==> config.mk <==
export PLATFORM = sky130hd
export DESIGN_NAME = norm288
export DESIGN_NICKNAME = d
export VERILOG_FILES = /design/src/rtl/norm288_pkg.sv /design/src/rtl/norm288_shift.sv /design/src/rtl/norm288.sv
export SDC_FILE = /design/constraint.sdc
export NUM_CORES = 2
export LEC_CHECK = 0
export ABC_AREA = 1
export CORE_ASPECT_RATIO = 1.1
export CORE_MARGIN = 2
export CORE_UTILIZATION = 30
export DETAILED_ROUTE_END_ITERATION = 10
export HOLD_SLACK_MARGIN = 0.12
export SLEW_MARGIN = 20
export SYNTH_ARGS = -nofsm -noshare
export SYNTH_HDL_FRONTEND = slang
export SYNTH_SLANG_ARGS = --single-unit
export TNS_END_PERCENT = 50
==> constraint.sdc <==
create_clock -name clk_i -period 1.7 [get_ports clk_i]
set_input_delay 0.34 -clock clk_i [delete_from_list [all_inputs] [get_ports clk_i]]
set_output_delay 0.34 -clock clk_i [all_outputs]
set_load 0.005 [all_outputs]
==> src/rtl/norm288_pkg.sv <==
// norm288_pkg: shared widths, constants and the stage payload type for the
// norm288 left-justifying normalizer.
package norm288_pkg;

    parameter int EXPW = 20;

    localparam int MANW  = 288;
    localparam int LEADW = 9;

    localparam logic [LEADW-1:0] LEAD_NONE = 9'd511;
    localparam logic [LEADW-1:0] LEAD_TOP  = 9'd287;

    // Payload carried from S1 through S3.
    typedef struct packed {
        logic [MANW-1:0]  man;
        logic [EXPW-1:0]  exp;
        logic [LEADW-1:0] shift_eff;
        logic             zero;
        logic             under;
    } norm_stage_t;

    // A leading-one index outside the significand means "no bit set".
    function automatic logic lead_is_zero(input logic [LEADW-1:0] lead);
        return (lead == LEAD_NONE) || (lead > LEAD_TOP);
    endfunction

endpackage

==> src/rtl/norm288_shift.sv <==
// norm288_shift: one elastic pipeline stage that shifts the significand left
// by (selected shift_eff field) * STEP and registers the result.
module norm288_shift
    import norm288_pkg::*;
#(
    parameter int STEP    = 16,
    parameter int SELW    = 5,
    parameter int SEL_LSB = 4
) (
    input  logic        clk_i,
    input  logic        rst_ni,
    input  logic        in_valid_i,
    input  norm_stage_t in_stage_i,
    input  logic        ready_i,
    output logic        en_o,
    output logic        valid_o,
    output norm_stage_t stage_o
);

    logic        v_q;
    logic        v_d;
    norm_stage_t stage_q;
    norm_stage_t stage_d;
    norm_stage_t shifted_s;
    logic [SELW-1:0] sel_s;
    logic [9:0]      amt_s;

    // The stage may load when it is empty or its content is leaving.
    assign en_o    = !v_q || ready_i;
    assign valid_o = v_q;
    assign stage_o = stage_q;

    assign sel_s = in_stage_i.shift_eff[SEL_LSB +: SELW];
    assign amt_s = 10'(sel_s) * 10'(STEP);

    // Shift the incoming significand; all other fields pass through.
    always_comb begin
        shifted_s     = in_stage_i;
        shifted_s.man = in_stage_i.man << amt_s;
    end

    // Next-state: load on enable, otherwise hold so outputs stay stable.
    always_comb begin
        v_d     = v_q;
        stage_d = stage_q;
        if (en_o) begin
            v_d = in_valid_i;
            if (in_valid_i) begin
                stage_d = shifted_s;
            end else begin
                stage_d = stage_q;
            end
        end else begin
            v_d     = v_q;
            stage_d = stage_q;
        end
    end

    // Stage registers.
    always_ff @(posedge clk_i or negedge rst_ni) begin
        if (!rst_ni) begin
            v_q     <= 1'b0;
            stage_q <= '0;
        end else begin
            v_q     <= v_d;
            stage_q <= stage_d;
        end
    end

endmodule

==> src/rtl/norm288.sv <==
// norm288: 3-stage elastic left-justifying normalizer for 288-bit
// significands. S1 decodes the leading-one index, S2 does the coarse
// (16-bit granular) shift, S3 the fine shift and drives the outputs.
// Build option: define NORM288_DENORM_EN for gradual underflow; otherwise
// underflowing results are flushed to zero.
module norm288
    import norm288_pkg::*;
#(
    parameter int EXPW = 20
) (
    input  logic             clk_i,
    input  logic             rst_ni,
    input  logic             in_valid_i,
    output logic             in_ready_o,
    input  logic [MANW-1:0]  man_i,
    input  logic [EXPW-1:0]  exp_i,
    input  logic [LEADW-1:0] lead_i,
    output logic             out_valid_o,
    input  logic             out_ready_i,
    output logic [MANW-1:0]  man_o,
    output logic [EXPW-1:0]  exp_o,
    output logic             zero_o,
    output logic             under_o
);

    logic [LEADW-1:0] shift_s;
    logic [EXPW:0]    diff_s;
    logic             zero_s;
    logic             under_s;
    norm_stage_t      dec_s;

    logic        v1_q;
    logic        v1_d;
    norm_stage_t s1_q;
    norm_stage_t s1_d;
    logic        en1_s;
    logic        en2_s;
    logic        en3_s;
    logic        v2_s;
    norm_stage_t s2_s;
    logic        v3_s;
    norm_stage_t s3_s;
    logic        unused_shift_s;

    assign shift_s = LEAD_TOP - lead_i;
    assign zero_s  = lead_is_zero(lead_i);
    assign diff_s  = {1'b0, exp_i} - (EXPW+1)'(shift_s);
    assign under_s = !zero_s && diff_s[EXPW];

    // S1 decode: classify the beat and choose the effective shift.
    always_comb begin
        dec_s.man       = man_i;
        dec_s.exp       = diff_s[EXPW-1:0];
        dec_s.shift_eff = shift_s;
        dec_s.zero      = 1'b0;
        dec_s.under     = 1'b0;
        if (zero_s) begin
            dec_s.man       = '0;
            dec_s.exp       = '0;
            dec_s.shift_eff = '0;
            dec_s.zero      = 1'b1;
            dec_s.under     = 1'b0;
        end else if (under_s) begin
`ifdef NORM288_DENORM_EN
            // Shift only as far as the exponent allows (exp_i < 287 here).
            dec_s.shift_eff = exp_i[LEADW-1:0];
            dec_s.exp       = '0;
            dec_s.under     = 1'b1;
`else
            dec_s.man   = '0;
            dec_s.exp   = '0;
            dec_s.zero  = 1'b1;
            dec_s.under = 1'b1;
`endif
        end else begin
            dec_s.under = 1'b0;
        end
    end

    // Upstream ready ripples back from out_ready_i through every stage.
    assign en1_s      = !v1_q || en2_s;
    assign in_ready_o = en1_s;

    // S1 next-state: load a decoded beat when enabled, otherwise hold.
    always_comb begin
        v1_d = v1_q;
        s1_d = s1_q;
        if (en1_s) begin
            v1_d = in_valid_i;
            if (in_valid_i) begin
                s1_d = dec_s;
            end else begin
                s1_d = s1_q;
            end
        end else begin
            v1_d = v1_q;
            s1_d = s1_q;
        end
    end

    // S1 registers.
    always_ff @(posedge clk_i or negedge rst_ni) begin
        if (!rst_ni) begin
            v1_q <= 1'b0;
            s1_q <= '0;
        end else begin
            v1_q <= v1_d;
            s1_q <= s1_d;
        end
    end

    norm288_shift #(.STEP(16), .SELW(5), .SEL_LSB(4)) u_s2 (
        .clk_i      (clk_i),
        .rst_ni     (rst_ni),
        .in_valid_i (v1_q),
        .in_stage_i (s1_q),
        .ready_i    (en3_s),
        .en_o       (en2_s),
        .valid_o    (v2_s),
        .stage_o    (s2_s)
    );

    norm288_shift #(.STEP(1), .SELW(4), .SEL_LSB(0)) u_s3 (
        .clk_i      (clk_i),
        .rst_ni     (rst_ni),
        .in_valid_i (v2_s),
        .in_stage_i (s2_s),
        .ready_i    (out_ready_i),
        .en_o       (en3_s),
        .valid_o    (v3_s),
        .stage_o    (s3_s)
    );

    assign out_valid_o    = v3_s;
    assign man_o          = s3_s.man;
    assign exp_o          = s3_s.exp;
    assign zero_o         = s3_s.zero;
    assign under_o        = s3_s.under;
    assign unused_shift_s = ^s3_s.shift_eff;

endmodule

Word level (Yosys, flattened, before mapping)
Cells that the tools add are included.
{"block": "word_totals", "regBits": 946, "output_inout_bits": 312, "word_cells": 40}
{"block": "op_classes", "n_addsub": 2, "order_cmp": 1, "n_eq_ne": 1, "shift": 2, "n_mux": 5, "reduce_logical": 12}
{"cell": "$mux 308", "count": 2}
{"cell": "$shl 288x4->288", "count": 1}
{"cell": "$shl 288x9->288", "count": 1}
{"cell": "$sub 20x9->21", "count": 1}
{"cell": "$eq 9x9->1 const B", "count": 1}
{"cell": "$gt 9x9->1 const B", "count": 1}
{"cell": "$mux 9", "count": 1}
{"cell": "$sub 9x9->9 const A", "count": 1}
{"cell": "$reduce_and 2->1", "count": 3}
{"cell": "$logic_not 1->1", "count": 4}
{"cell": "$logic_or 1x1->1", "count": 4}
{"cell": "$mux 2", "count": 1}
{"cell": "$logic_and 1x1->1", "count": 1}
{"cell": "$mux 1", "count": 1}

Depth between registers and ports, before layout
{"block": "depth", "word_depth": 6, "depth_mapped": 16}

Hierarchy
A second synthesis with hierarchy kept.
{"block": "unflattened", "cells_unflattened": 8984, "area_unflattened_um2": 58737.6}
{"module": "norm288_shift (u_s3)", "n_inst": 1, "cells_each": 3856, "area_each_um2": 23392.4, "seq_area_each_um2": 8007.7}
{"module": "norm288_shift (u_s2)", "n_inst": 1, "cells_each": 3600, "area_each_um2": 22432.8, "seq_area_each_um2": 8007.7}
{"module": "norm288", "n_inst": 1, "cells_each": 1528, "area_each_um2": 12912.4, "seq_area_each_um2": 8007.7}

Worst setup path before layout
Ideal clock, no wire load.
{"block": "synth_timing", "path_kind": "input port to flip-flop", "start": "input lead_i[5]", "end": "register s1_q[269] (netlist bit)", "setup_time_ps": 134, "t_arrival_ps": 2142, "path_slack_ps": -577, "stages": 16, "path_cell_list": "inv_1 > ha_1 > xor2_1 > ha_1 > nand2_1 > nand2_1 > inv_1 > nand2_1 > nand2_1 > nand3_1 > nor2_2 > nor2_8 > buf_4 > buf_4 > nand2_1 > o21ai_0"}
{"block": "synth_between", "elab_chain_len": 6}
{"item": "start, declared", "line_no": "norm288.sv:17", "text": "input logic [LEADW-1:0] lead_i,"}
{"item": "parallel branches: the longest is 5 deep, another holds $sub 20x9->21"}
{"item": "$mux 308 (*)", "line_no": "norm288.sv:57", "text": "if (zero_s) begin"}
{"item": "end signal, assigned", "line_no": "norm288.sv:105", "text": "s1_q <= '0;"}
{"item": "end signal, assigned", "line_no": "norm288.sv:108", "text": "s1_q <= s1_d;"}
{"item": "end, declared", "line_no": "norm288.sv:34", "text": "norm_stage_t s1_q;"}
Every way passes the cells marked *.
A chain may end at the register's enable or synchronous reset.

Final worst setup path
{"block": "layout_timing", "start": "register s1_q[6] (netlist bit)", "end": "register u_s2.stage_q, in the netlist u_s2.stage_o[315]"}
{"block": "layout_between", "elab_chain_len": 1}
{"item": "$shl 288x9->288", "line_no": "norm288_shift.sv:39", "text": "shifted_s.man = in_stage_i.man << amt_s;"}
{"item": "end signal, assigned", "line_no": "norm288_shift.sv:66", "text": "stage_q <= stage_d;"}
{"item": "end, declared", "line_no": "norm288_shift.sv:22", "text": "norm_stage_t stage_q;"}
Every way passes these cells.

==> metrics.yaml <==
status:
  violations: "negative setup slack"
  status: "finished, violations left"
place:
  dpl.hpwl_um: 259000
  io_buffer_count: 632
  globalplace.congestion: 1.07
synth:
  yosysUniqueCellTypes: 36
  ys_seq_area_share_pct: 41.2
  muxShareOfSynthArea_pct: 0.366
  yosysTopAreaCellShare_pct: 41.2
  synthesis.area_um2: 57500
  yosysWarningCount: 0
  syn_inst: 8653
  synth.avg_cell_area_um2: 6.64
  yosys.area_share.simple_pct: 34.9
  synth_largest_area_cell: "dfrtp_1"
  synth_compound_gate_area_share_pct: 15.0
  synth_xor_area_share_pct: 0.152
  synthAdderAreaFrac_pct: 0.252
  ys_ff_latch: 946
  syn_nets: 8985
  synth_top_family_by_area: "simple AND/OR/NAND/NOR gates"
  synth_area_leaders: "dfrtp_1 41%, nand2_1 24%, o21ai_0 10%"
worst_setup_path:
  startpoint_type: "register"
  r2r-end: "u_s2.stage_o[315]"
  endpoint_kind: "register"
  required_ns: 2.46
  cp.arrival_ns: 3.10
  rr_startpoint: "s1_q[6]"
  critPathMaxFanout: 18
  rrSetupSlack_ns: -0.64
  r2r.worst_path.cells: 11
  worst-setup-path-type: "register to register"
cts:
  cts_buffers: 105
  numClockSinks: 946
  ctsLongestPathBuffers: 3
  cts_htree_levels: 3
  cts_tree: "done"
  root_buffer: "clkbuf_16"
  clock_latency_ns: 0.82
  clk_pin_slew_ns: 0.07
global_route:
  grt_pass1_wl_um: 455000
  grt_util_all_layers_pct: 31.6
  grt_pass1_vias: 65900
  grt_overflow: 0
  grt_start_max_net_pins: 123
  antenna_found_initial: 7
floorplanning:
  pin_count: 633
  die_w_um: 421
  num_rows: 168
  start_util_pct: 30.2
  die_h_um: 463
  coreArea_um2: 190000
  die_area_um2: 195000
sta:
  finalMaxSlewViolations: 0
  period_share_pct: 138
  setup_viol: 1199
  worstMarginPinSlew_ns: 0.633
  fin_crit_ns: 2.34
  fin_ws_ns: -0.639
  fmax_mhz: 428
  finalHoldViolations: 0
  slew_headroom_pct: 57.3
  rsz0062_at_grt: "true"
  finClkSkew_ns: 0.0619
detailed_routing:
  first_pass_iters: 7
  vias_per_cell: 5.27
  route.vias.total: 69200
  wirelength_um: 323000
  drc: 0
  route.detailed.wl_per_inst_um: 24.6
  drtAntennaViolNets: 0
  first_iter_violations: 8335
hold_path:
  min_path_type: "input port to register"
  hold_end: "s1_q[7]"
  hp-start: "lead_i[5]"
  holdPathStages: 5
finish:
  utilization_pct: 46.1
  syn_to_final_growth_pct: 52.9
  seqCellArea_um2: 23700
  nNetsFinal: 10800
  fill_cells: 19200
  multi_input_area_um2: 32600
  drive_gt1_share_pct: 24.4
power_and_ir_drop:
  ir_worst_vdd_uv: 950
  power.density_nw_per_um2: 1580
  leakage_nw: 41.7
  total_power_mw: 139
flow_run:
  maxCapViolCount: 0
## area by class of cell
cell class / count / area share [%]
clock inverters: 48 / 0.773
multi-input cells: 6568 / 37.1
repair buffers: 2376 / 25.9
flip-flops and latches: 946 / 27.0
well taps: 2550 / 3.63
inverters: 501 / 2.25
diodes: 3 / 0.00854
clock buffers: 145 / 3.38
## cells in the mapped netlist (all sizes together)
library cell,instances
clkbuf,335
o21ai,1357
a22o,1
o211ai,115
ha,10
a211oi,3
clkinv,1
buf,303
a21oi,59
nand3b,4
nand2,3613
o22ai,94
nor3,19
inv,500
fa,1
xor2,10
dfrtp,946
a22oi,1
nand4,15
nor2,103
mux2i,21
a31oi,10
a21boi,1
or2,186
nand3,945
## worst max-delay path, stage by stage (launching register included)
cell	delay (ns)
dfrtp_4	0.50
buf_12	0.18
buf_16	0.19
buf_12	0.16
buf_4	0.16
o211ai_1	0.23
nand3_1	0.29
nand2_2	0.27
nand2_1	0.09
nand3_1	0.10
nand2_1	0.06
inv_1	0.04
## per-stage QoR
stage	hold WS [ns]	worst slack (ns)	std cells	setup TNS [ns]	area, um2
after floorplan	0.0444	-0.480	8653	-137.38	57600
after global placement	0.250	-1.53	12700	-841.33	77300
after detailed placement	0.252	-1.55	12700	-846.43	77300
after CTS	0.120	-0.582	13100	-467.14	85000
after global routing	0.133	-0.673	13100	-548.06	87900
final	0.129	-0.639	13100	-455.47	87900
## logic make-up after synthesis
kind of cell	count (synthesis)
AO/OA/AOI/OAI	1641
XOR/XNOR	10
adder cells (fa/ha/maj)	11
buffers and inverters	1139
flip-flops	946
multiplexers	21
AND/OR/NAND/NOR	4885
## per-layer routing
metal | track usage (%) | up-vias | wire (um)
li1 | - | 31800 | -
met1 | 44.5 | 33500 | 141000
met2 | 47.6 | 3380 | 139000
met3 | 4.86 | 551 | 26100
met4 | 14.4 | 8 | 17100
met5 | 0 | - | 46
## how the worst max path moves through the flow
stage / startpoint / endpoint / depth (start not counted) / slack, ns
after floorplan: lead_i[5] / s1_q[106] / 16 / -0.48
after global placement: lead_i[5] / s1_q[124] / 17 / -1.53
after detailed placement: lead_i[5] / s1_q[57] / 17 / -1.55
after CTS: s1_q[6] / u_s2.stage_o[249] / 9 / -0.58
after global routing: s1_q[6] / u_s2.stage_o[250] / 12 / -0.67
final: s1_q[6] / u_s2.stage_o[315] / 11 / -0.64
## cells in the final DEF (no fill, tap or decap), drive strengths merged, types with 103 or more instances in the layout
| cell type | n |
|---|---|
| nand2 | 3613 |
| buf | 1570 |
| o21ai | 1357 |
| dfrtp | 946 |
| nand3 | 945 |
| clkdlybuf4s50 | 623 |
| inv | 505 |
| or2 | 186 |
| clkbuf | 170 |
| dlygate4sd3 | 152 |
| o211ai | 115 |
| nor2 | 103 |
## power by group
group          internal, mW  total (mW)  leakage [nW]  switching, mW
clock network          13.7        24.1          1.76           10.4
logic                  32.5        79.0          27.7           46.5
registers              29.6        35.6          12.2           6.00
total                  75.9         139          41.7           62.9
## sequential cells by signal (all words and copies together) (netlist names)
signal,cells
u_s3.valid_o,1
u_s2.stage_o,314
u_s3.stage_o,310
s1_q,319
v1_q,1
u_s2.valid_o,1
## timing repair
item	4_1_cts	5_1_grt
hold buffers	150	2
cloned	10	26
pin swaps	70	92
resized for setup	678	695
endpoints found under the hold margin	1094	2
setup endpoints to repair	1199	1231
buffers inserted	46	27
No activity file was read; power rests on OpenSTA's default activity.
